==> config.mk <==
export PLATFORM = sky130hd
export DESIGN_NAME = ntt_addr_gen
export DESIGN_NICKNAME = d
export VERILOG_FILES = /design/src/rtl/ntt_addr_gen.sv
export SDC_FILE = /design/constraint.sdc
export NUM_CORES = 1
export LEC_CHECK = 0
export CORE_MARGIN = 4
export CORE_UTILIZATION = 40
export CTS_CLUSTER_SIZE = 14
export DETAILED_ROUTE_END_ITERATION = 16
export DONT_BUFFER_PORTS = 1
export PLACE_DENSITY = 0.61
export SYNTH_ARGS = -nofsm -noshare
export SYNTH_HDL_FRONTEND = slang
export SYNTH_SLANG_ARGS = --single-unit
export TNS_END_PERCENT = 20
==> constraint.sdc <==
create_clock -name clk -period 6 [get_ports clk]
set_clock_uncertainty 0.2 [all_clocks]
set_input_delay 0.9 -clock clk [delete_from_list [all_inputs] [get_ports clk]]
set_output_delay 0.9 -clock clk [all_outputs]
set_load 0.02 [all_outputs]
==> src/rtl/ntt_addr_gen.sv <==
// Butterfly address sequencer for an in-place radix-2 NTT (forward DIF / inverse DIT); NTT_ADDR_TWIDDLE_EN adds rd_tw_idx.
// Latency: first read pair one cycle after start is accepted, each write pair LAT en-cycles after its read.
// Backpressure: en low freezes every register, write pipeline included; start is only sampled in IDLE.
module ntt_addr_gen #(
    parameter int LOG_N   = 10,
    parameter int LAT     = 4,
    parameter int ADDR_W  = LOG_N,
    localparam int STAGE_W = (LOG_N > 2) ? $clog2(LOG_N) : 1
) (
    input  logic               clk,
    input  logic               rst,
    input  logic               en,
    input  logic               start,
    input  logic               inverse,
    output logic               busy,
    output logic               rd_valid,
    output logic [ADDR_W-1:0]  rd_addr_a,
    output logic [ADDR_W-1:0]  rd_addr_b,
`ifdef NTT_ADDR_TWIDDLE_EN
    output logic [LOG_N-2:0]   rd_tw_idx,
`endif
    output logic               wr_valid,
    output logic [ADDR_W-1:0]  wr_addr_a,
    output logic [ADDR_W-1:0]  wr_addr_b,
    output logic [STAGE_W-1:0] stage,
    output logic               done
);

    localparam int JW = LOG_N - 1;
    localparam logic [STAGE_W-1:0] LAST_STAGE = STAGE_W'(LOG_N - 1);
    localparam logic [3:0]         LAST_FLUSH = 4'(LAT - 1);

    typedef enum logic [1:0] {IDLE, READ, FLUSH, FINISH} state_t;

    typedef struct packed {
        logic              vld;
        logic [ADDR_W-1:0] a;
        logic [ADDR_W-1:0] b;
    } pair_t;

    state_t             state, state_nx;
    logic [JW-1:0]      j, j_nx;
    logic [STAGE_W-1:0] stg, stg_nx;
    logic [3:0]         fcnt, fcnt_nx;
    logic               inv, inv_nx;

    pair_t              rd_nx, rd_q;
    pair_t              pipe [LAT];

    logic [4:0]         sh;
    logic [ADDR_W-1:0]  jx, kmask, base;

    always_ff @(posedge clk or negedge rst) begin
        if (!rst) begin
            state <= IDLE;
            j     <= '0;
            stg   <= '0;
            fcnt  <= '0;
            inv   <= 1'b0;
        end else if (en) begin
            state <= state_nx;
            j     <= j_nx;
            stg   <= stg_nx;
            fcnt  <= fcnt_nx;
            inv   <= inv_nx;
        end
    end

    always_comb begin
        state_nx = state;
        j_nx     = j;
        stg_nx   = stg;
        fcnt_nx  = fcnt;
        inv_nx   = inv;
        case (state)
            IDLE: begin
                if (start) begin
                    state_nx = READ;
                    j_nx     = '0;
                    stg_nx   = '0;
                    inv_nx   = inverse;
                end
            end
            READ: begin
                if (&j) begin
                    state_nx = FLUSH;
                    fcnt_nx  = '0;
                end else begin
                    j_nx = j + 1'b1;
                end
            end
            FLUSH: begin
                // The last write of this stage lands on the final flush cycle.
                if (fcnt == LAST_FLUSH) begin
                    if (stg == LAST_STAGE) begin
                        state_nx = FINISH;
                    end else begin
                        state_nx = READ;
                        stg_nx   = stg + 1'b1;
                        j_nx     = '0;
                    end
                end else begin
                    fcnt_nx = fcnt + 4'd1;
                end
            end
            default: begin
                state_nx = IDLE;
                stg_nx   = '0;
            end
        endcase
    end

    // Pair address = j with a zero bit inserted at position log2(half); B sets that bit.
    always_comb begin
        sh       = inv_nx ? 5'(stg_nx) : 5'(LAST_STAGE - stg_nx);
        jx       = ADDR_W'(j_nx);
        kmask    = (ADDR_W'(1) << sh) - ADDR_W'(1);
        base     = ((jx >> sh) << (sh + 5'd1)) | (jx & kmask);
        rd_nx.vld = (state_nx == READ);
        rd_nx.a   = rd_nx.vld ? base : '0;
        rd_nx.b   = rd_nx.vld ? (base | (ADDR_W'(1) << sh)) : '0;
    end

    always_ff @(posedge clk or negedge rst) begin
        if (!rst) begin
            rd_q <= '0;
        end else if (en) begin
            rd_q <= rd_nx;
        end
    end

    always_ff @(posedge clk or negedge rst) begin
        if (!rst) begin
            for (int i = 0; i < LAT; i++) pipe[i] <= '0;
        end else if (en) begin
            pipe[0] <= rd_q;
            for (int i = 1; i < LAT; i++) pipe[i] <= pipe[i-1];
        end
    end

`ifdef NTT_ADDR_TWIDDLE_EN
    logic [LOG_N-2:0] tw_nx, tw_q;

    // Both orders shift k by LOG_N-1-log2(half).
    always_comb begin
        tw_nx = rd_nx.vld ? ((LOG_N-1)'(jx & kmask) << (5'(LAST_STAGE) - sh)) : '0;
    end

    always_ff @(posedge clk or negedge rst) begin
        if (!rst) begin
            tw_q <= '0;
        end else if (en) begin
            tw_q <= tw_nx;
        end
    end

    assign rd_tw_idx = tw_q;
`endif

    assign busy      = (state != IDLE);
    assign done      = (state == FINISH);
    assign stage     = stg;
    assign rd_valid  = rd_q.vld;
    assign rd_addr_a = rd_q.a;
    assign rd_addr_b = rd_q.b;
    assign wr_valid  = pipe[LAT-1].vld;
    assign wr_addr_a = pipe[LAT-1].a;
    assign wr_addr_b = pipe[LAT-1].b;

endmodule

# After elaboration in Yosys (flattened, before gate mapping)
# Cells that the tools add are included.
[totals]
word_cells = 67
register_bits = 125
mem_count = 0
romBits = 0
latch_bits = 0
inputBits = 5
ram_bits = 0
[classes]
n_addsub = 6
reduce_logical = 5
n_eq_ne = 8
multipliers = 0
mux = 22
n_bitwise = 3
n_div = 0
shifts = 3
order_cmp = 0
[op_table]
columns = ["op", "n"]
rows = [
  ["9-bit two-way mux", 4],
  ["9-bit one-hot mux with 3 select lines", 1],
  ["10-bit two-way mux", 2],
  ["4-bit two-way mux", 5],
  ["10-bit OR", 2],
  ["4-bit one-hot mux with 3 select lines", 1],
  ["9-bit by 10-bit AND with 10-bit output", 1],
  ["1-bit by 5-bit << shifter with 10-bit output (first input constant)", 1],
  ["10-bit by 5-bit << shifter with 10-bit output", 1],
  ["9-bit by 5-bit >> shifter with 10-bit output", 1],
  ["10-bit by 2-bit subtractor with 10-bit output (second input constant)", 1],
  ["9-bit by 1-bit adder with 9-bit output (second input constant)", 1],
  ["9-bit AND reduction", 1],
  ["4-bit by 1-bit adder with 4-bit output (second input constant)", 2],
  ["2-bit two-way mux", 4],
  ["4-bit one-hot mux with 2 select lines", 1],
  ["2-bit one-hot mux with 3 select lines", 1],
  ["5-bit by 1-bit adder with 5-bit output (second input constant)", 1],
  ["5-bit two-way mux", 1],
  ["4-bit by 4-bit subtractor with 5-bit output (first input constant)", 1],
  ["2-bit by 1-bit equality test with 1-bit output (second input constant)", 2],
  ["2-bit equality test (second input constant)", 2],
  ["4-bit by 2-bit equality test with 1-bit output (second input constant)", 1],
  ["4-bit equality test (second input constant)", 1],
  ["other kinds (5)", 8],
]

# Depth between registers and ports, before layout
[depth]
ltp_word = 12
depth_mapped = 24
mapped_depth_nobuf = 19

# Worst setup path before layout
# OpenSTA, ideal clock, no wires.
[synth_timing]
kind = "register to register"
start = "register stg[0], in the netlist stage[0]"
end = "register rd_q (netlist bit rd_addr_b[4])"
synth_period_minus_slack_ps = 5141
arrival_ps = 4806
slack_ps = 859
n_path_buf = 5
stages_incl_launch_ff = 24
cell_sequence = "dfrtp_1 -> ha_1 -> and3b_1 -> clkbuf_1 -> or4_1 -> and3_1 -> buf_2 -> buf_2 -> buf_2 -> ha_1 -> o211a_1 -> a41oi_2 -> inv_2 -> nor3_1 -> clkbuf_1 -> nand2_1 -> ha_1 -> inv_1 -> nor2_1 -> a31oi_1 -> o21ai_0 -> and3_1 -> a31oi_1 -> nand3_1"
[synth_via]
elab_chain_len = 12
[synth_rtl]
columns = ["item", "line", "text"]
rows = [
  ["start, declared", "43", "logic [STAGE_W-1:0] stg, stg_nx;"],
  ["start signal, assigned", "63", "stg <= stg_nx;"],
  ["parallel branches: the longest is 11 deep, another holds 4-bit by 4-bit subtractor with 5-bit output", "-", ""],
  ["10-bit two-way mux (*)", "121", "rd_nx.b = rd_nx.vld ? (base | (ADDR_W'(1) << sh)) : '0;"],
  ["end signal, assigned", "128", "rd_q <= rd_nx;"],
  ["end, declared", "47", "pair_t rd_nx, rd_q;"],
]
# Mark *: on every way between the ends.
# A chain may end at the register's enable or synchronous reset.

# Final worst setup path
[layout_timing]
start = "register stg[1], in the netlist stage[1]"
end = "register rd_q (netlist bit rd_addr_a[4])"
[layout_via]
elab_chain_len = 11
[layout_rtl]
columns = ["item", "line", "text"]
rows = [
  ["parallel branches: the longest is 10 deep, another holds 4-bit by 4-bit subtractor with 5-bit output", "-", ""],
  ["10-bit two-way mux (*)", "120", "rd_nx.a = rd_nx.vld ? base : '0;"],
]
# Marked as above.

==> flow_metrics.tcl <==
set metrics [dict create \
    status "finished, final reports clean" \
    clkTransAtPathRegs_ps 60 \
    vias 4982 \
    worstPathCellList "inv_1, ha_1, and3b_1, or4_1, and3_1, ha_1, o211a_1, a41oi_2, inv_2, nor3_1, nand2_1, ha_1, inv_1, nor2_1, a31oi_1, o21ai_0, and3_1, a31oi_1, nand3_1" \
    drv_cap 0 \
    critPathArrivalTime_ps 5090 \
    synth_cell_types 80 \
    ir_drop_mv 0.222 \
    port_buffers 0 \
    die_h_um 139 \
    insertion_delay_ps 410 \
    grt_usage 0.175 \
    finalWirelength_mm 16.4 \
    cts_root_buf "clkbuf_16" \
    maxSlewViolCount 0 \
    cp_common_cell "ha_1" \
    max_freq_ghz 0.199 \
    worst-r2r-cell-count 19 \
    grt_setup_unrepaired "no" \
    synth_commonest_cells "dfrtp_1, mux2_2, nor2_1" \
    synth_edf_count 0 \
    powerDensity_nw_per_um2 610 \
    crit_slowest_cell "dfrtp_1" \
    dp_hpwl_mm 11.3 \
    synth_seq_cells 125 \
    grt_pass1_wl_mm 27.5 \
    rows 47 \
    ys_seq_area_frac 0.454 \
    drt_first_pass_iters 7 \
    worstPathRequired_ps 6070 \
    cp-start-kind "flop" \
    initial_core_util 0.412 \
    netlist_area_um2 6890 \
    syn_nets 667 \
    cts_sinks 125 \
    fin_nets 631 \
    finalSetupViolCount 0 \
    grt_max_degree 126 \
    cpLargestDelayFamily "simple AND/OR/NAND/NOR gates" \
    avgSynthCellArea_um2 10.6 \
    post_cts_resized 0 \
    finalCriticalPeriod_ps 5010 \
    synth_area_leaders "dfrtp_1, mux2_2, nor2_1" \
    drive_above_1_share 0.244 \
    viasPerCell 5.88 \
    cp_max_fo 12 \
    worstHoldPathType "input port to async pin" \
    fp.coreArea_um2 16700 \
    area_delta_synth_final_pct 8.83 \
    maxSlewHeadroom 0.209 \
    grt_pass1_vias 5091 \
    die_x_um 139 \
    setup_tns_ps 0 \
    worstSetupPathType "flop to flop" \
    overflow 0 \
    critPathMaxStageDelay_ps 550 \
    yosysWarnings 0 \
    post-route-period-util 0.836 \
    cts_buffer_depth 2 \
    yosysMostFrequentCell "dfrtp_1" \
    drt_iter0_markers 348 \
    gp_congestion 0.900 \
    antenna_found_initial 0 \
    ys_async_sr_fraction 1.00 \
    cts_tree "built" \
    hold_viol 0 \
    postSynthCellCount 650 \
    synth_top_area_frac 0.454 \
    route.detailed.drc 0 \
    antenna-diode-count 0 \
    h-tree-depth 4 \
    postRouteAntennaNets 0 \
    end_kind "flop" \
    p_leak_uw 0.00312 \
    cts_inserted_buffers 17 \
    io_pins 53 \
    synthFlopType "dfrtp_1" \
    wire_per_inst_um 19.4 \
    crit_buf_inv 3 \
    critical_path_cell_count 19 \
    tightest_slew_ps 1180 \
    yosysTopAreaCell "dfrtp_1" \
    dieArea_um2 19400 \
    hold_ws_ps 183 \
]
## worst paths after layout
check,startpoint,end,slack [ps]
worst min-delay path,rst,stage[3],180
worst max-delay path,stage[1],rd_addr_a[4],990
worst min register to register,pipe[62],pipe[41],300
min in group clk,pipe[62],pipe[41],300
max in group asynchronous,rst,pipe[61],4850
worst max register to register,stage[1],rd_addr_a[4],990
## through the flow
stage               total power [µW]  instance area [µm²]   util  setup slack (ps)  instances
floorplan                       3140                 6890      -               859        650
global placement                3500                 6870  0.411              1330        814
detailed placement              3530                 6870  0.411              1090        814
CTS                             4600                 7490  0.449              1060        847
global route                    4890                 7490  0.449               708        847
finish                          4570                 7490  0.449               986        847
## placed cells by master, fill, tap and decap left out, drive strengths merged, types with 16 or more instances in the layout
cell type / count
a21oi: 29
nand3: 30
inv: 23
nor2: 44
nand2: 38
clkbuf: 17
nor3: 16
mux2: 89
dfrtp: 125
o21ai: 27
## worst reg2reg max path, cell delays in order (launching register included)
cell and delay, ps:
dfrtp_1 550, inv_1 90, ha_1 220, and3b_1 260, or4_1 520, and3_1 190
ha_1 280, o211a_1 140, a41oi_2 390, inv_2 210, nor3_1 440, nand2_1 180
ha_1 290, inv_1 140, nor2_1 60, a31oi_1 150, o21ai_0 90, and3_1 190
a31oi_1 180, nand3_1 110
## kinds of logic after synthesis
| family | count (synthesis) | share of synthesized area |
|---|---|---|
| buffers and inverters | 76 | 0.0565 |
| flip-flops | 125 | 0.454 |
| multiplexers | 93 | 0.152 |
| adder cells (fa/ha/maj) | 12 | 0.0218 |
| AO/OA/AOI/OAI | 156 | 0.166 |
| XOR/XNOR | 15 | 0.0191 |
| AND/OR/NAND/NOR | 173 | 0.130 |
## timing repair
item	CTS	global route
setup endpoints to repair	0	0
setup buffers	0	0
endpoints found under the hold margin	125	0
hold buffers	1	0
## layer usage
layer | track usage | part of all wire
met1 | 0.237 | 0.45
met5 | 0 | 0
met3 | 0.0439 | 0.060
met4 | 0.0654 | 0.022
met2 | 0.271 | 0.47
## area by class of cell
cell class,instances,area (µm²)
clock buffers,17,425
repair buffers,6,65.1
well taps,220,275
clock inverters,15,173
flip-flops and latches,125,3130
fillers,1564,9210
inverters,15,58.8
multi-input cells,449,3370
## registers in the layout (all words and copies together), names as in the netlist
| signal | count |
|---|---|
| inv | 1 |
| wr_valid | 1 |
| rd_addr_b | 10 |
| wr_addr_a | 10 |
| rd_addr_a | 10 |
| state | 2 |
| stage | 4 |
| pipe | 63 |
| wr_addr_b | 10 |
| rd_valid | 1 |
| fcnt | 4 |
| j | 9 |
## where the power goes
part	leakage [µW]	total (µW)	internal, µW	switching [µW]
Sequential	0.00152	1670	1210	463
Clock	0.000287	1030	593	434
Combinational	0.00132	1880	776	1100
No activity file was read; power rests on OpenSTA's default activity.
